## config.mk

```make
export PLATFORM = sky130hd
export DESIGN_NAME = ws2812_strip_driver
export DESIGN_NICKNAME = d
export VERILOG_FILES = /design/src/rtl/ws2812_pkg.sv /design/src/rtl/ws2812_bit_encoder.sv /design/src/rtl/ws2812_strip_driver.sv
export SDC_FILE = /design/constraint.sdc
export NUM_CORES = 1
export LEC_CHECK = 0
export ABC_CLOCK_PERIOD_IN_PS = 7800
export BUFFER_PORTS_ARGS = -buffer_cell sky130_fd_sc_hd__clkbuf_2
export CORE_MARGIN = 3
export CORE_UTILIZATION = 52
export CTS_CLUSTER_DIAMETER = 30
export CTS_CLUSTER_SIZE = 25
export DETAILED_ROUTE_END_ITERATION = 12
export GPL_TIMING_DRIVEN = 0
export HOLD_SLACK_MARGIN = 0.05
export PLACE_DENSITY = 0.68
export SLEW_MARGIN = 20
export SYNTH_ARGS = -nofsm -noshare
export SYNTH_HDL_FRONTEND = slang
export SYNTH_HIERARCHICAL = 1
export SYNTH_SLANG_ARGS = --single-unit
export TNS_END_PERCENT = 1
```

## constraint.sdc

```tcl
create_clock -name clk -period 7.8 [get_ports clk]
set_clock_uncertainty 0.2 [all_clocks]
set_input_delay 1.56 -clock clk [delete_from_list [all_inputs] [get_ports clk]]
set_output_delay 1.56 -clock clk [all_outputs]
set_load 0.05 [all_outputs]
```

## src/rtl/ws2812_pkg.sv

```systemverilog
// ws2812 shared types and default timing.
// State encodings plus 40 MHz bit/latch timing constants.
package ws2812_pkg;

  typedef enum logic [2:0] {
    ST_IDLE,
    ST_FETCH,
    ST_FWAIT,
    ST_HIGH,
    ST_LOW,
    ST_LATCH
  } ws_state_e;

  typedef enum logic [1:0] {
    PH_IDLE,
    PH_HIGH,
    PH_LOW
  } ws_phase_e;

  localparam int DEF_T0H_CYC   = 16;
  localparam int DEF_T1H_CYC   = 32;
  localparam int DEF_T0L_CYC   = 34;
  localparam int DEF_T1L_CYC   = 18;
  localparam int DEF_RESET_CYC = 2000;

endpackage

```

## src/rtl/ws2812_bit_encoder.sv

```systemverilog
// ws2812 single-bit waveform generator.
// A go pulse starts a HIGH/LOW pair; bit_done marks its last cycle.
module ws2812_bit_encoder
  import ws2812_pkg::*;
#(
  parameter int T0H_CYC = DEF_T0H_CYC,
  parameter int T1H_CYC = DEF_T1H_CYC,
  parameter int T0L_CYC = DEF_T0L_CYC,
  parameter int T1L_CYC = DEF_T1L_CYC
) (
  input  logic clk,
  input  logic reset,
  input  logic bit_val,
  input  logic go,
  output logic dout,
  output logic bit_done
);

  localparam int MAXH = (T0H_CYC > T1H_CYC) ? T0H_CYC : T1H_CYC;
  localparam int MAXL = (T0L_CYC > T1L_CYC) ? T0L_CYC : T1L_CYC;
  localparam int MAXC = (MAXH > MAXL) ? MAXH : MAXL;
  localparam int PW   = $clog2(MAXC + 1);

  ws_phase_e       phase_q, phase_d;
  logic [PW-1:0]   cnt_q, cnt_d;
  logic            bit_q, bit_d;
  logic            dout_q, dout_d;

  // Phase sequencing; go wins so back-to-back bits have no gap.
  always_comb begin
    phase_d = phase_q;
    cnt_d   = cnt_q;
    bit_d   = bit_q;
    dout_d  = dout_q;
    if (go) begin
      phase_d = PH_HIGH;
      cnt_d   = bit_val ? PW'(T1H_CYC - 1) : PW'(T0H_CYC - 1);
      bit_d   = bit_val;
      dout_d  = 1'b1;
    end else begin
      unique case (phase_q)
        PH_IDLE: begin
          dout_d = 1'b0;
        end
        PH_HIGH: begin
          if (cnt_q == '0) begin
            phase_d = PH_LOW;
            cnt_d   = bit_q ? PW'(T1L_CYC - 1) : PW'(T0L_CYC - 1);
            dout_d  = 1'b0;
          end else begin
            cnt_d = cnt_q - PW'(1);
          end
        end
        PH_LOW: begin
          if (cnt_q == '0) phase_d = PH_IDLE;
          else cnt_d = cnt_q - PW'(1);
        end
        default: phase_d = PH_IDLE;
      endcase
    end
  end

  // Phase registers.
  always_ff @(posedge clk) begin
    if (reset) begin
      phase_q <= PH_IDLE;
      cnt_q   <= '0;
      bit_q   <= 1'b0;
      dout_q  <= 1'b0;
    end else begin
      phase_q <= phase_d;
      cnt_q   <= cnt_d;
      bit_q   <= bit_d;
      dout_q  <= dout_d;
    end
  end

  assign dout     = dout_q;
  assign bit_done = (phase_q == PH_LOW) && (cnt_q == '0);

endmodule

```

## src/rtl/ws2812_strip_driver.sv

```systemverilog
// ws2812 frame streamer: pixel fetch, prefetch, shift and latch.
// Optional WS2812_BRIGHTNESS_EN adds a per-frame channel scaler.
module ws2812_strip_driver
  import ws2812_pkg::*;
#(
  parameter int N_LEDS    = 64,
  parameter int BPP       = 24,
  parameter int T0H_CYC   = DEF_T0H_CYC,
  parameter int T1H_CYC   = DEF_T1H_CYC,
  parameter int T0L_CYC   = DEF_T0L_CYC,
  parameter int T1L_CYC   = DEF_T1L_CYC,
  parameter int RESET_CYC = DEF_RESET_CYC,
  parameter int AW = (N_LEDS > 1) ? $clog2(N_LEDS) : 1
) (
  input  logic           clk,
  input  logic           reset,
  input  logic           start,
  output logic           busy,
  output logic           done,
  output logic           pix_rd,
  output logic [AW-1:0]  pix_addr,
  input  logic [BPP-1:0] pix_data,
`ifdef WS2812_BRIGHTNESS_EN
  input  logic [7:0]     brightness,
`endif
  output logic           dout
);

  localparam int BW = $clog2(BPP);
  localparam int LW = (RESET_CYC > 1) ? $clog2(RESET_CYC) : 1;

  ws_state_e       state_q, state_d;
  logic [BW-1:0]   bit_cnt_q, bit_cnt_d;
  logic [AW-1:0]   pix_idx_q, pix_idx_d;
  logic [AW-1:0]   nxt_idx;
  logic [BPP-1:0]  shift_q, shift_d;
  logic [BPP-1:0]  pre_q, pre_d;
  logic            pf_cap_q, pf_cap_d;
  logic            pix_rd_q, pix_rd_d;
  logic [AW-1:0]   pix_addr_q, pix_addr_d;
  logic [LW-1:0]   lat_cnt_q, lat_cnt_d;
  logic            started_q, started_d;
  logic            done_q, done_d;
  logic            busy_q, busy_d;
  logic [BPP-1:0]  pix_in;
  logic            enc_go, enc_bit, enc_dout, enc_done;

`ifdef WS2812_BRIGHTNESS_EN
  logic [7:0]      bright_q, bright_d;

  function automatic logic [BPP-1:0] scale_word(
    input logic [BPP-1:0] w,
    input logic [7:0]     b
  );
    logic [BPP-1:0] r;
    logic [16:0]    prod;
    r = '0;
    for (int c = 0; c < BPP / 8; c++) begin
      prod = {9'd0, w[c*8 +: 8]} * ({9'd0, b} + 17'd1);
      r[c*8 +: 8] = prod[15:8];
    end
    return r;
  endfunction

  assign pix_in = scale_word(pix_data, bright_q);
`else
  assign pix_in = pix_data;
`endif

  assign nxt_idx = pix_idx_q + AW'(1);

  // Frame sequencing, prefetch and shift-register control.
  always_comb begin
    state_d    = state_q;
    bit_cnt_d  = bit_cnt_q;
    pix_idx_d  = pix_idx_q;
    shift_d    = shift_q;
    pre_d      = pre_q;
    pix_addr_d = pix_addr_q;
    lat_cnt_d  = lat_cnt_q;
    started_d  = started_q;
`ifdef WS2812_BRIGHTNESS_EN
    bright_d   = bright_q;
`endif
    pix_rd_d   = 1'b0;
    done_d     = 1'b0;
    pf_cap_d   = pix_rd_q && (state_q == ST_HIGH);
    enc_go     = 1'b0;
    enc_bit    = 1'b0;
    if (pf_cap_q) pre_d = pix_in;
    unique case (state_q)
      ST_IDLE: begin
        if (start) begin
          state_d    = ST_FETCH;
          pix_rd_d   = 1'b1;
          pix_addr_d = '0;
          pix_idx_d  = '0;
          started_d  = 1'b1;
`ifdef WS2812_BRIGHTNESS_EN
          bright_d   = brightness;
`endif
        end
      end
      ST_FETCH: begin
        state_d = ST_FWAIT;
      end
      ST_FWAIT: begin
        shift_d   = pix_in;
        bit_cnt_d = BW'(BPP - 1);
        enc_go    = 1'b1;
        enc_bit   = pix_in[BPP-1];
        state_d   = ST_HIGH;
        if (N_LEDS > 1) begin
          pix_rd_d   = 1'b1;
          pix_addr_d = AW'(1);
        end
      end
      ST_HIGH: begin
        if (!enc_dout) state_d = ST_LOW;
      end
      ST_LOW: begin
        if (enc_done) begin
          if (bit_cnt_q != '0) begin
            shift_d   = shift_q << 1;
            bit_cnt_d = bit_cnt_q - BW'(1);
            enc_go    = 1'b1;
            enc_bit   = shift_q[BPP-2];
            state_d   = ST_HIGH;
          end else if (pix_idx_q != AW'(N_LEDS - 1)) begin
            shift_d   = pre_q;
            bit_cnt_d = BW'(BPP - 1);
            pix_idx_d = nxt_idx;
            enc_go    = 1'b1;
            enc_bit   = pre_q[BPP-1];
            state_d   = ST_HIGH;
            if (nxt_idx != AW'(N_LEDS - 1)) begin
              pix_rd_d   = 1'b1;
              pix_addr_d = nxt_idx + AW'(1);
            end
          end else begin
            state_d   = ST_LATCH;
            lat_cnt_d = '0;
          end
        end
      end
      ST_LATCH: begin
        done_d = started_q && (lat_cnt_q == LW'(RESET_CYC - 2));
        if (lat_cnt_q == LW'(RESET_CYC - 1)) begin
          state_d   = ST_IDLE;
          started_d = 1'b0;
          lat_cnt_d = '0;
        end else begin
          lat_cnt_d = lat_cnt_q + LW'(1);
        end
      end
      default: state_d = ST_IDLE;
    endcase
    busy_d = (state_d != ST_IDLE);
  end

  // State and datapath registers; reset lands in a latch.
  always_ff @(posedge clk) begin
    if (reset) begin
      state_q    <= ST_LATCH;
      bit_cnt_q  <= '0;
      pix_idx_q  <= '0;
      shift_q    <= '0;
      pre_q      <= '0;
      pf_cap_q   <= 1'b0;
      pix_rd_q   <= 1'b0;
      pix_addr_q <= '0;
      lat_cnt_q  <= '0;
      started_q  <= 1'b0;
      done_q     <= 1'b0;
      busy_q     <= 1'b1;
`ifdef WS2812_BRIGHTNESS_EN
      bright_q   <= 8'hFF;
`endif
    end else begin
      state_q    <= state_d;
      bit_cnt_q  <= bit_cnt_d;
      pix_idx_q  <= pix_idx_d;
      shift_q    <= shift_d;
      pre_q      <= pre_d;
      pf_cap_q   <= pf_cap_d;
      pix_rd_q   <= pix_rd_d;
      pix_addr_q <= pix_addr_d;
      lat_cnt_q  <= lat_cnt_d;
      started_q  <= started_d;
      done_q     <= done_d;
      busy_q     <= busy_d;
`ifdef WS2812_BRIGHTNESS_EN
      bright_q   <= bright_d;
`endif
    end
  end

  ws2812_bit_encoder #(
    .T0H_CYC (T0H_CYC),
    .T1H_CYC (T1H_CYC),
    .T0L_CYC (T0L_CYC),
    .T1L_CYC (T1L_CYC)
  ) u_enc (
    .clk      (clk),
    .reset    (reset),
    .bit_val  (enc_bit),
    .go       (enc_go),
    .dout     (enc_dout),
    .bit_done (enc_done)
  );

  assign dout     = enc_dout;
  assign busy     = busy_q;
  assign done     = done_q;
  assign pix_rd   = pix_rd_q;
  assign pix_addr = pix_addr_q;

endmodule

```

==> results.md, run 1 <==
- The flow ran to the end, and the final reports show no timing, DRC or antenna violations.
- When the netlist entered floorplanning its net count stood at 634.
- STA classifies the critical path startpoint as a flip-flop.
- The number of H-tree levels is 3.
- The count of nets after finishing is 681.
- The xor/xnor cell area share of the yosys netlist is under 10%.
- The internal power component is 0.766 mW.
- The clock period could shrink to 3.73 ns.
- The maximum buffer depth of the clock tree is 2.
- The maximum resistive drop on vdd is between 0.0001 and 0.00015 V.
- The power density over cell area is between 200 and 250 nW/um2.
- The initial antenna violation count is 0.
- The number of nets with antenna violations after routing is 0.
- In the final layout, the multi-input gates occupy approximately 2800 um2.
- The worst pin sits at a relative slew slack of 48.8%.
- The number of remaining DRC errors is 0.
- Relative to the synthesized area, the layout overhead comes to 11.3%.
- The overall fraction of global-route tracks in use is 21.7%.
- The critical path arrival is 3.78 ns.
- The cell count after synthesis is around 600.
- The overall die area is approximately 11000 um2.
- In the synthesized netlist the dominant register cell turns out to be sky130_fd_sc_hd__dfxtp_1.
- The post-synthesis share of cell area spent on full adders, half adders and majority gates is 2.00%.
- The summed negative setup slack over all endpoints is 0 ns.
- Clock-pin slew was measured on the worst setup and hold paths at 0.10 ns.
- The leakage power figure is 1.89 nW.
- In this run the count of I/O pins placed on the die edge is 37.
- The tool flagged a number of max-cap violations equal to 0.
- CTS saw 93 sinks.
- The top achievable clock speed is 268 MHz.
- The design draws around 1.2 mW.
- The fraction of synthesis flops using an asynchronous set or reset pin is 0%.
- Hold repair after CTS inserted 0 buffers.
- The largest fanout of any net on the critical path is 10.
- Measured along the y axis, the die boundary spans about 100 um.
- The hold slack is approximately 0.26 ns.
- The initialized floorplan defines 35 standard-cell rows.
- The clock tree from TritonCTS is built.
- The maximum number of pins on one net before global-route repair is 17.
- The kind of critical path is reg2reg.
- Once placement finished, the instance area stood at approximately 5300 um2.
- Setup repair after global routing left no endpoint under its margin.
- In this run, post-CTS repair resized a total of 0 instances.
- The clock share of power is 30.6%.
- The routability-driven placement congestion ratio is 0.857.
- For this run, the register share of the synthesized area comes to 37.3%.
- The number of buffers created by CTS is 9.
- The initial core utilization is around 54%.
- The share of total power dissipated in combinational logic is between 20% and 30%.
- The number of different library cells in the post-synthesis netlist is 69.
- The hold violation total from the final report is 0.
- The source-to-sink clock delay at the later pin of the worst-skew pair is 0.36 ns.
- The cell area that synthesis handed to floorplanning was between 4000 and 5000 um2.
- The fraction of layout instances using a drive strength above 1 is 18.1%.
- Summing the areas of all compound-gate instances in the mapped netlist gives 21.6% of the synthesized area.
- The switching power share of the total is 35.0%.
- The final routed wire length divided by cell count is around 15 um.
- For this run, the detailed router's first-pass iteration total came to 6.
- The total of buffers placed on input and output ports is 36.
- The average cell area after synthesis is 8.34 um2.
- In this run the post-CTS setup repair buffer count came out at 0.
- The post-placement cell count is 764.
- The detailed router finished its first iteration with 263 violations.
- The final max-slew violation count came to 0.
- The floorplan core area is 9280 um2.
- The endpoint required time on the critical path is 7.85 ns.
- The share of the clock period used by the worst path is between 40% and 50%.
- After synthesis, the share of cell area in mux cells is 6.11%.
- Summing all flip-flop and latch instances after layout gives between 1500 and 2000 um2.
- In this run the worst hold path is classified as reg2reg.
- For this run, the number of Yosys warnings is 6.
- Leaving out filler cells and counting taps, the final layout contains 780.
- In this run, synthesis inferred 0 flip-flops with an integrated enable.
- At the pin with the least slew margin, the transition time is 0.768 ns.
- After synthesis, the largest family of logic cells by area is simple AND/OR/NAND/NOR gates.
- With fillers left out, the area of the finished cells amounts to approximately 5600 um2.
- For this block, the routed nets add up to about 12000 um of wire.
- Setup violations remaining at the end of the flow were counted as 0.
- From left edge to right edge, the die measures 104 um.
- The number of synthesized register bits is 93.
- The worst setup path is captured at a flip-flop.
- The total net switching power is 0.412 mW.
- The antenna diode count is 0.
- The post-DP HPWL is about 8400 um.
- The CTS root buffer is sky130_fd_sc_hd__clkbuf_8.
- The final-layout fill cell count is 879.
- The first global-routing pass estimated 19900 um of wire.
- The share of total power dissipated in sequential elements is 42.7%.
- After global routing the overflow that remains totals 0.
- The final route contains 4397 vias.
- The via count of the first global-routing pass is 4258.
- Using the TritonRoute via totals, the vias-per-cell ratio works out to 5.64.
- The synthesized netlist devotes 25.3% of its cell area to simple gates.
-- layer usage --
layer	GRT usage, %	share of wire, %
met1	30.3	49
met2	35.0	46
met3	2.42	3.0
met4	7.12	1.8
met5	0	0
-- layout make-up --
type	instances	share of cell area [%]
inverter	13	0.923
buffer	45	4.59
clock buffer	9	2.23
tap	129	2.90
clock inverter	7	1.76
timing repair buffer	36	3.24
sequential	93	33.5
multi-input combinational	448	50.9
-- stage by stage --
stage	setup WS, ns	util, %
after global routing	3.84	59.9
after detailed placement	4.14	57.5
final	4.07	59.9
after CTS	4.10	59.9
after floorplan	4.77	-
after global placement	4.13	57.5
-- power by group through the flow --
stage               combinational [mW]  sequential, mW  clock (mW)
finish                           0.315           0.503       0.360
detailed placement               0.312           0.514           0
global placement                 0.307           0.513           0
global route                     0.351           0.506       0.393
floorplan                        0.217           0.521           0
CTS                              0.314           0.503       0.372
-- layout by cell type, fill, tap and decap left out, types with 3 or more instances in the layout --
cell type / count
sky130_fd_sc_hd__buf_1: 4
sky130_fd_sc_hd__nor2b_1: 8
sky130_fd_sc_hd__or3_1: 5
sky130_fd_sc_hd__o22ai_1: 3
sky130_fd_sc_hd__nand3b_1: 3
sky130_fd_sc_hd__nand2_2: 18
sky130_fd_sc_hd__clkbuf_1: 28
sky130_fd_sc_hd__nand2_1: 74
sky130_fd_sc_hd__nor3_1: 11
sky130_fd_sc_hd__a311o_1: 22
sky130_fd_sc_hd__ha_1: 8
sky130_fd_sc_hd__o31ai_1: 3
sky130_fd_sc_hd__o21ai_1: 6
sky130_fd_sc_hd__and2_1: 3
sky130_fd_sc_hd__buf_12: 3
sky130_fd_sc_hd__clkbuf_2: 36
sky130_fd_sc_hd__clkbuf_8: 9
sky130_fd_sc_hd__or4_1: 4
sky130_fd_sc_hd__a21oi_2: 18
sky130_fd_sc_hd__nand4_1: 3
sky130_fd_sc_hd__nand3_1: 12
sky130_fd_sc_hd__dfxtp_1: 93
sky130_fd_sc_hd__o2111ai_1: 3
sky130_fd_sc_hd__xnor2_1: 6
sky130_fd_sc_hd__nor3b_1: 3
sky130_fd_sc_hd__buf_6: 4
sky130_fd_sc_hd__a211oi_1: 4
sky130_fd_sc_hd__o21ai_0: 12
sky130_fd_sc_hd__a21oi_1: 39
sky130_fd_sc_hd__a31oi_1: 7
sky130_fd_sc_hd__buf_2: 6
sky130_fd_sc_hd__a311oi_1: 4
sky130_fd_sc_hd__nor2_1: 86
sky130_fd_sc_hd__inv_1: 12
sky130_fd_sc_hd__nand2b_1: 8
sky130_fd_sc_hd__mux2i_1: 26
-- logic make-up (layout without fill, tap and decap cells) --
logic type / after synthesis / after routing
buffers and inverters: 58 / 110
XOR/XNOR: 8 / 8
multiplexers: 30 / 30
flip-flops: 93 / 93
AO/OA/AOI/OAI: 143 / 143
AND/OR/NAND/NOR: 259 / 259
adder cells (fa/ha/maj): 8 / 8
-- synth_stat cells (3+ instances only) --
| cell | number | area, um2 |
|---|---|---|
| sky130_fd_sc_hd__or4_1 | 4 | 30.0 |
| sky130_fd_sc_hd__nor2_1 | 86 | 323 |
| sky130_fd_sc_hd__nand4_1 | 3 | 18.8 |
| sky130_fd_sc_hd__dfxtp_1 | 93 | 1860 |
| sky130_fd_sc_hd__o21ai_0 | 12 | 60.1 |
| sky130_fd_sc_hd__a311o_1 | 22 | 220 |
| sky130_fd_sc_hd__xnor2_1 | 6 | 52.6 |
| sky130_fd_sc_hd__nor3b_1 | 3 | 22.5 |
| sky130_fd_sc_hd__buf_6 | 4 | 45.0 |
| sky130_fd_sc_hd__nand3b_1 | 3 | 22.5 |
| sky130_fd_sc_hd__a211oi_1 | 4 | 30.0 |
| sky130_fd_sc_hd__buf_12 | 3 | 60.1 |
| sky130_fd_sc_hd__nor3_1 | 11 | 55.1 |
| sky130_fd_sc_hd__mux2i_1 | 26 | 260 |
| sky130_fd_sc_hd__o31ai_1 | 3 | 22.5 |
| sky130_fd_sc_hd__a21oi_1 | 39 | 195 |
| sky130_fd_sc_hd__nand3_1 | 12 | 60.1 |
| sky130_fd_sc_hd__buf_1 | 4 | 15.0 |
| sky130_fd_sc_hd__buf_2 | 6 | 30.0 |
| sky130_fd_sc_hd__ha_1 | 8 | 100 |
| sky130_fd_sc_hd__nor2b_1 | 8 | 50.1 |
| sky130_fd_sc_hd__or3_1 | 5 | 31.3 |
| sky130_fd_sc_hd__a311oi_1 | 4 | 35.0 |
| sky130_fd_sc_hd__a31oi_1 | 7 | 43.8 |
| sky130_fd_sc_hd__and2_1 | 3 | 18.8 |
| sky130_fd_sc_hd__nand2b_1 | 8 | 50.1 |
| sky130_fd_sc_hd__nand2_1 | 74 | 278 |
| sky130_fd_sc_hd__o22ai_1 | 3 | 18.8 |
| sky130_fd_sc_hd__clkbuf_1 | 28 | 105 |
| sky130_fd_sc_hd__o2111ai_1 | 3 | 26.3 |
| sky130_fd_sc_hd__nand2_2 | 18 | 113 |
| sky130_fd_sc_hd__o21ai_1 | 6 | 30.0 |
| sky130_fd_sc_hd__a21oi_2 | 18 | 158 |
| sky130_fd_sc_hd__inv_1 | 12 | 45.0 |
-- sequential cells by signal, indices dropped and copies added (netlist names) --
signal / count
u_enc/phase_q: 2
pre_q: 24
started_q: 1
shift_q: 23
busy: 1
pix_addr: 6
pf_cap_q: 1
pix_idx_q: 6
u_enc/cnt_q: 6
u_enc/bit_q: 1
lat_cnt_q: 11
done: 1
state_q: 3
u_enc/dout: 1
pix_rd: 1
bit_cnt_q: 5
-- critical path: stages, from the launching register on --
cell	delay (ns)
sky130_fd_sc_hd__dfxtp_1	0.39
sky130_fd_sc_hd__inv_1	0.11
sky130_fd_sc_hd__ha_1	0.21
sky130_fd_sc_hd__nor2b_1	0.14
sky130_fd_sc_hd__clkbuf_1	0.26
sky130_fd_sc_hd__nand2_1	0.17
sky130_fd_sc_hd__nor2_1	0.40
sky130_fd_sc_hd__and3b_1	0.35
sky130_fd_sc_hd__o31ai_4	0.10
sky130_fd_sc_hd__a21o_4	0.23
sky130_fd_sc_hd__buf_12	0.14
sky130_fd_sc_hd__inv_4	0.09
sky130_fd_sc_hd__clkbuf_1	0.41
sky130_fd_sc_hd__nor2_1	0.17
sky130_fd_sc_hd__o2111ai_1	0.12
sky130_fd_sc_hd__nand3_1	0.10
-- path summary, 6_finish.rpt --
path | start | endpoint | slack, ns | cells past startpoint
min reg2reg | started_q | done | 0.26 | 2
max | u_enc/cnt_q[0] | u_enc/cnt_q[5] | 4.07 | 15
max reg2reg | u_enc/cnt_q[0] | u_enc/cnt_q[5] | 4.07 | 15
min | started_q | done | 0.26 | 2
Power figures use the tool's default switching activity.
==> inputs of run 2 (changes only) <==
- ABC_CLOCK_PERIOD_IN_PS: 7800 -> 3200
- PLACE_DENSITY: 0.68 -> 0.71
- clock period: 7.8 -> 3.2 ns (I/O delays scaled with it)
==> run 2 against run 1 <==
Against the previous run: global-route usage is 0.88 points higher; sequential share of layout area decreased by 0.14 points; setup slack worse by 3.8 ns; worst hold slack got worse by 0.013 ns; via count increased by 0.23%; critical path depth fell by 2; core utilization grew 0.26 points; critical endpoint unchanged; highest routed layer unchanged.
==> results.md, run 2 (synthesis gave the netlist of run 1 again) <==
- Once placement finished, the instance area stood at 5340 um2.
- For this design the top-level I/O count stands at 37.
- In this run the most critical hold path is launched from started_q.
- Traced cell by cell, the critical path runs through inv_1, ha_1, nor2b_1, clkbuf_2, nand2_1, nor2_4, and3b_2, o31ai_4, a21o_4, buf_12, inv_4, or4_1, nand3_1.
- The path type of the worst min-delay path is reg2reg.
- The analysis attributes to cell leakage a power of 1.90 nW.
- The first element of the critical path is u_enc/cnt_q[0].
- The largest register by flop count is pre_q.
- Cells with a size suffix above 1 make up 19.0% of the layout.
- The critical path startpoint category is a flip-flop.
- The number of placement rows is 35.
- The endpoint required time on the critical path is 3.31 ns.
- The clock reaches the later pin of the worst-skew pair after 0.37 ns.
- In this run the power density over the cells is 521 nW/um2.
- The library cell used most frequently in the layout, excluding fill and tap cells, is sky130_fd_sc_hd__dfxtp_1.
- The die is 104 um wide.
- The area growth from synthesis to final layout is 11.7%.
- The share of the core filled with cells in the final layout is 60.1%.
- The tree built by TritonCTS fans out to 93 sinks.
- In the layout the commonest cells are 93 x sky130_fd_sc_hd__dfxtp_1, 85 x sky130_fd_sc_hd__nor2_1, 74 x sky130_fd_sc_hd__nand2_1.
- The hold violation total from the final report is 0.
- The global routing stage identified its most utilized layer as met2.
- The run finished with clean final reports.
- The clock passes through at most 2 buffers.
- The overall die area is 10800 um2.
- The height of the die is between 100 and 150 um.
- For this run, design rule violations remaining after detail routing come to 0.
- The overall fraction of global-route tracks in use is between 20% and 30%.
- Setup slack on the worst reg-to-reg path comes out at 0.23 ns.
- The worst hold path passes through 2 cells.
- The CTS clock-pin slew for the worst setup and hold paths is ~0.090 ns.
- Setup repair after global routing left no endpoint under its margin.
- The largest fanout of any net on the critical path is 16.
- The register with the most flip-flops in the layout has 24 of them.
- The dominant delay contributor by cell family on the critical path is simple AND/OR/NAND/NOR gates.
- Counting cells, the worst reg-to-reg path comes to 13.
- The top achievable clock speed is 336 MHz.
- In this run the clock root is driven by a sky130_fd_sc_hd__clkbuf_8.
- After the last flow step, the layout net total stands at 681.
- The first-iteration detailed-routing DRC count is 203.
- The wire length of the first global-routing pass is 20500 um.
- Buffers inserted to repair hold after CTS numbered 0.
- The detail route stage leaves a number of antenna-violating nets equal to 0.
- The met1 layer usage reported by global route is 29.2%.
- The number of H-tree levels is 3.
- After layout, the worst path uses 93.0% of the clock period.
- The initial antenna violation count is 0.
- The detailed router placed 4407 vias in this run.
- The completed layout was analyzed and its total power is 2.91 mW.
- In the routed layout, each cell is associated on average with a via count of 5.65.
- The source of the worst register-to-register timing path is u_enc/cnt_q[0].
- The max capacitance violation total is 0.
- Together, buffers and inverters on the worst path number 4.
- The total of buffers placed on input and output ports is 36.
- The met3 track utilization from global routing is 2.67%.
- The worst reg2reg path endpoint is u_enc/cnt_q[5].
- The kind of critical path is reg2reg.
- Subtracting the final worst setup slack from the clock period gives 2.97 ns.
- The global route total overflow is 0.
- The floorplan core area is slightly above 9000 um2.
- TritonCTS built the clock tree.
- The via count of the first global-routing pass was 4404.
- The length of the first detailed-routing pass in iterations is 4.
- The number of buffers created by CTS is 9.
- Setup violations remaining at the end of the flow were counted as 0.
- The finished cells cover 5580 um2.
- The maximum resistive drop on vdd is 0.000231 V.
- At the pin with the least slew margin, the transition time is about 0.82 ns.
- The hold slack is 0.243 ns.
- Among all stages on the critical path, the largest delay is contributed by sky130_fd_sc_hd__or4_1.
- The largest registers in the layout are pre_q x24, shift_q x23, lat_cnt_q x11.
- The final max-slew violation count is 0.
- In this run the tightest slew margin relative to its limit is 45.0%.
- In the final routed layout, each cell accounts on average for 15.3 um.
- The global-route met2 utilization is 38.5%.
- After detailed routing, the total wire length is 11900 um.
- At the end of routability-driven placement, the weighted congestion stood at 0.893.
- The endpoint kind of the worst setup timing path is a flip-flop.
- The maximum number of pins on one net before global-route repair is 17.
- The antenna diode count is 0.
- Once the floorplan was initialized, standard cells occupied 53.8% of the core.
- The worst hold endpoint is done.
- Detailed placement finished with a half-perimeter wire length of 8440 um.
- STA puts the critical path data arrival time at 3.09 ns.
- In this design, the stage delay of the slowest critical-path cell is 0.52 ns.
==> run 2: changes by cell type in the layout (fill, tap and decap cells not counted), sizes merged <==
| cell | change |
|---|---|
| buf | +1 |
| clkbuf | -1 |
| clkinv | +2 |
| clkinvlp | -1 |
| inv | -1 |
==> run 2: what timing repair did <==
action	in CTS	in global routing
setup buffers	0	1
endpoints found under the setup margin	42	47
cloned	0	0
pin swaps	0	1
hold endpoints to repair	0	0
resized for setup	2	4
==> run 2: stage by stage <==
step | worst slack [ns] | setup TNS [ns] | instances
final | 0.225 | 0 | 780
after CTS | 0.0271 | 0 | 779
after floorplan | 0.172 | 0 | 599
after global routing | 0.0246 | 0 | 780
after detailed placement | -0.495 | -4.89 | 764
after global placement | -0.445 | -3.71 | 764
==> run 2: layer usage <==
metal	vias up	wire, um
li1	2211	-
met1	2096	5560
met2	78	5720
met3	22	396
met4	0	224
met5	-	0
==> run 2: worst reg2reg max path: stages, from the launching register on <==
cell	delay, ns
sky130_fd_sc_hd__dfxtp_1	0.45
sky130_fd_sc_hd__inv_1	0.11
sky130_fd_sc_hd__ha_1	0.26
sky130_fd_sc_hd__nor2b_1	0.14
sky130_fd_sc_hd__clkbuf_2	0.16
sky130_fd_sc_hd__nand2_1	0.19
sky130_fd_sc_hd__nor2_4	0.07
sky130_fd_sc_hd__and3b_2	0.26
sky130_fd_sc_hd__o31ai_4	0.07
sky130_fd_sc_hd__a21o_4	0.17
sky130_fd_sc_hd__buf_12	0.14
sky130_fd_sc_hd__inv_4	0.09
sky130_fd_sc_hd__or4_1	0.53
sky130_fd_sc_hd__nand3_1	0.09
==> run 2: final cells by class <==
cell class,instances,area [um2]
inverters,13,51.3
clock inverters,7,98.8
clock buffers,9,124
well taps,129,161
multi-input cells,448,2840
plain buffers,44,253
flip-flops and latches,93,1860
repair buffers,37,188
fillers,884,3700
==> run 2: worst max-delay path by stage <==
stage | end | slack [ns] | cells past startpoint
after CTS | shift_q[11] | 0.03 | 13
after detailed placement | u_enc/cnt_q[5] | -0.50 | 15
after floorplan | u_enc/cnt_q[5] | 0.17 | 15
after global routing | u_enc/cnt_q[5] | 0.02 | 13
final | u_enc/cnt_q[5] | 0.23 | 13
after global placement | u_enc/cnt_q[4] | -0.44 | 15
==> run 2: power by group <==
part / switching, mW / total, mW / internal (mW) / leakage (nW)
clock network: 0.447 / 0.891 / 0.444 / 0.110
logic: 0.557 / 0.787 / 0.230 / 1.04
registers: 0.0327 / 1.23 / 1.20 / 0.750
total: 1.04 / 2.91 / 1.87 / 1.90
==> inputs of run 3 (changes only) <==
- SYNTH_HIERARCHICAL: 1 -> unset
==> run 3 against run 2 <==
Against the previous run: clock-buffer cell count rose by 1; combinational power down 5.6%; worst hold slack improved by 0.027 ns; final area shrank 6.4%; global-route usage fell by 0.89 points; register-to-register slack improved by 0.46 ns; core utilization is 0.48 points lower; largest cell class unchanged; largest power group unchanged; highest routed layer unchanged.
==> results.md, run 3 <==
- Yosys printed 0 warnings.
- The number of nets with antenna violations after routing is 0.
- The power density over cell area is 540 nW/um2.
- Dividing the final minimum period by the clock period gives 78.5%.
- The final routed wire length divided by cell count is 14.9 um.
- The number of buffers created by CTS is 9.
- The number of placement rows is 34.
- Yosys mapped a number of flops with a built-in enable equal to 0.
- The clock drives between 90 and 100 sinks.
- The area growth from synthesis to layout is 11.2%.
- Detailed placement ended at an HPWL of 7540 um.
- The post-cts repair resize count is 0.
- The cell count after synthesis is 539.
- In the global route stage, overall resource usage came out at 21.7%.
- The CTS clock-pin slew for the worst setup and hold paths is roughly 0.10 ns.
- Setup repair after global routing left no endpoint under its margin.
- Leaving out fill and tap cells, the most frequent cells in the layout are 103 x sky130_fd_sc_hd__nor2_1, 93 x sky130_fd_sc_hd__dfxtp_1, 52 x sky130_fd_sc_hd__a21oi_1.
- The commonest cells after synthesis are 103 x sky130_fd_sc_hd__nor2_1, 93 x sky130_fd_sc_hd__dfxtp_1, 52 x sky130_fd_sc_hd__a21oi_1.
- Summed over all instances, the cell type with the most area after synthesis is sky130_fd_sc_hd__dfxtp_1.
- The top achievable clock speed is 398 MHz.
- The die width is 101 um.
- For the finished layout, the period the worst path requires is 2.51 ns.
- In this run the cell area measured after placement is 5010 um2.
- Of all flip-flops after synthesis, the portion carrying an async set or reset was 0%.
- In this run the biggest area consumer among cell types represents 39.6% of the synthesized area.
- When the netlist entered floorplanning its net count stood at 574.
- The part of the Yosys area used for sequential elements is 39.6%.
- Counting along the longest clock path gives a buffer depth of 2.
- The average cell area after synthesis is 8.72 um2.
- The floorplan core area is between 8000 and 9000 um2.
- The total wirelength of the detailed-routed design is 10400 um.
- Dividing the detail-routed via count by the number of cells gives around 5.6.
- Counting flops and latches in the post-synthesis netlist gives 93.
- The number of H-tree levels is 3.
- The total power draw is around 2.8 mW.
- The run finished with clean final reports.
- The maximum number of pins on one net before global-route repair is 18.
- Of all nets on the critical path, the largest fanout is 10.
- The detailed router placed 3941 vias in this run.
- The tightest min-delay check is of the reg2reg type.
- Summing all non-filler instances in the final layout gives an area of 5230 um2.
- Clock latency on the worst-skew pair, taken at its later pin, is 0.37 ns.
- In the final timing run, aggregate negative setup slack is 0 ns.
- Routability-driven placement finished with a final weighted congestion of 0.844.
- The endpoint kind of the worst setup timing path is a flip-flop.
- For this run the aggregate overflow at the end of global routing stands at 0.
- The slew of the pin with the lowest slew margin is about 0.78 ns.
- The synthesized netlist occupies a cell area of 4700 um2.
- The floorplan step set the die height to 101 um.
- The fraction of layout instances using a drive strength above 1 is between 15 and 20%.
- TritonCTS built the clock tree.
- Setup violations remaining at the end of the flow were counted as 0.
- For this configuration, the core starts out at a cell density of 53.6%.
- The max capacitance violation total is 0.
- IR analysis of the VDD net gives a maximum drop of around 0.00026 V.
- STA classifies the critical path startpoint as a flip-flop.
- The buffers inserted during post-CTS setup optimization is 0.
- The die covers 10200 um2.
- The most used flip-flop cell after synthesis is sky130_fd_sc_hd__dfxtp_1.
- The register with the most flip-flops in the final layout is pre_q.
- The final max-slew violation count came to 0.
- The wire length of the first global-routing pass is about 18000 um.
- The initial antenna violation count came to 0.
- The CTS root buffer is sky130_fd_sc_hd__clkbuf_8.
- The length of the first detailed-routing pass in iterations is 5.
- The kind of critical path is reg2reg.
- The number of antenna diodes in the final layout is 0.
- In the final design database the tool counted 620 nets.
- The number of different library cells in the post-synthesis netlist is 58.
- The total of hold buffers inserted after clock tree synthesis is 0.
- For the worst setup path, the data required time is roughly 3.3 ns.
- The most frequent standard cell in the layout excluding fill and tap cells is sky130_fd_sc_hd__nor2_1.
- The first-iteration detailed-routing DRC count is roughly 210.
- The via count of the first global-routing pass is between 3000 and 4000.
- The hold violation total from the final report is 0.
- After detailed routing, the number of remaining DRC violations is 0.
- By area the synthesized netlist is led by sky130_fd_sc_hd__dfxtp_1 40%, sky130_fd_sc_hd__mux2i_1 9.8%, sky130_fd_sc_hd__nor2_1 8.2%.
- The most frequent cell after synthesis is sky130_fd_sc_hd__nor2_1.
- Cells fill 59.6% of the core in the end.
- The largest registers in the layout are pre_q x24, shift_q x23, lat_cnt_q x11.
- The leakage power figure is between 2 and 2.5 nW.
- In this run the count of I/O pins placed on the die edge is 37.
- The number of flip-flops under the largest register name is 24.
- The critical path arrival is 2.62 ns.
- Port buffering added 35 buffers.
- The worst max-slew margin expressed relative to the limit is 48.2%.
[run 3: cell count changes in the layout (fill, tap and decap cells not counted), sizes merged, moves of 6 or more]
cell / change
a211oi: +24
a311o: -22
a31oi: -7
clkbuf: -13
mux2i: +20
nand2: -65
nand3: +6
nor2: +18
xor2: +10
[run 3: logic make-up after synthesis]
kind of cell	synth area share [%]
and+or+nand+nor	21.8
AOI/OAI and AO/OA	18.2
DFF	39.6
buffers and inverters	4.82
muxes	10.0
xor gates and xnor gates	3.35
adders and majority gates	2.13
[run 3: stage by stage]
stage | setup WS [ns] | cells | hold slack (ns)
floorplan | 1.10 | 539 | 0.240
global placement | 0.732 | 682 | 0.251
CTS | 0.681 | 698 | 0.273
global route | 0.460 | 698 | 0.305
finish | 0.688 | 698 | 0.270
detailed placement | 0.708 | 682 | 0.259
[run 3: area by class of cell]
class / count / area (um2)
clock buffers: 10 / 138
multi-input cells: 398 / 2610
flip-flops and latches: 93 / 1860
fillers: 826 / 3540
clock inverters: 6 / 77.6
well taps: 108 / 135
plain buffers: 35 / 178
repair buffers: 35 / 175
inverters: 13 / 48.8
[run 3: worst paths after layout]
| check | start | to | slack [ns] | cells after the start |
|---|---|---|---|---|
| max | pix_idx_q[1] | shift_q[9] | 0.69 | 7 |
| max reg2reg | pix_idx_q[1] | shift_q[9] | 0.69 | 7 |
| min | started_q | done | 0.27 | 2 |
| min reg2reg | started_q | done | 0.27 | 2 |
[run 3: worst max-delay path, cell delays in order, from the launching register on]
cell and delay (ns):
sky130_fd_sc_hd__dfxtp_1 0.40, sky130_fd_sc_hd__ha_1 0.28, sky130_fd_sc_hd__and4_1 0.30, sky130_fd_sc_hd__nand3_1 0.20, sky130_fd_sc_hd__a21oi_4 0.33, sky130_fd_sc_hd__clkbuf_1 0.47, sky130_fd_sc_hd__a21oi_1 0.16, sky130_fd_sc_hd__nor2_1 0.10
[run 3: report_power, final]
part           switching [mW]  internal [mW]
Sequential             0.0263           1.19
Combinational           0.521          0.222
Clock                   0.458          0.399
Total                    1.01           1.81
[run 3: per-layer routing]
layer  part of all wire (%)  wire (um)  global-route usage [%]  up-vias
met1                     47       4930                    27.5     1854
met5                      0          0                       0        -
met2                     47       4930                    36.9       85
met4                   0.98        102                    6.54        0
li1                       -          -                       -     1991
met3                    4.2        440                    4.36       11
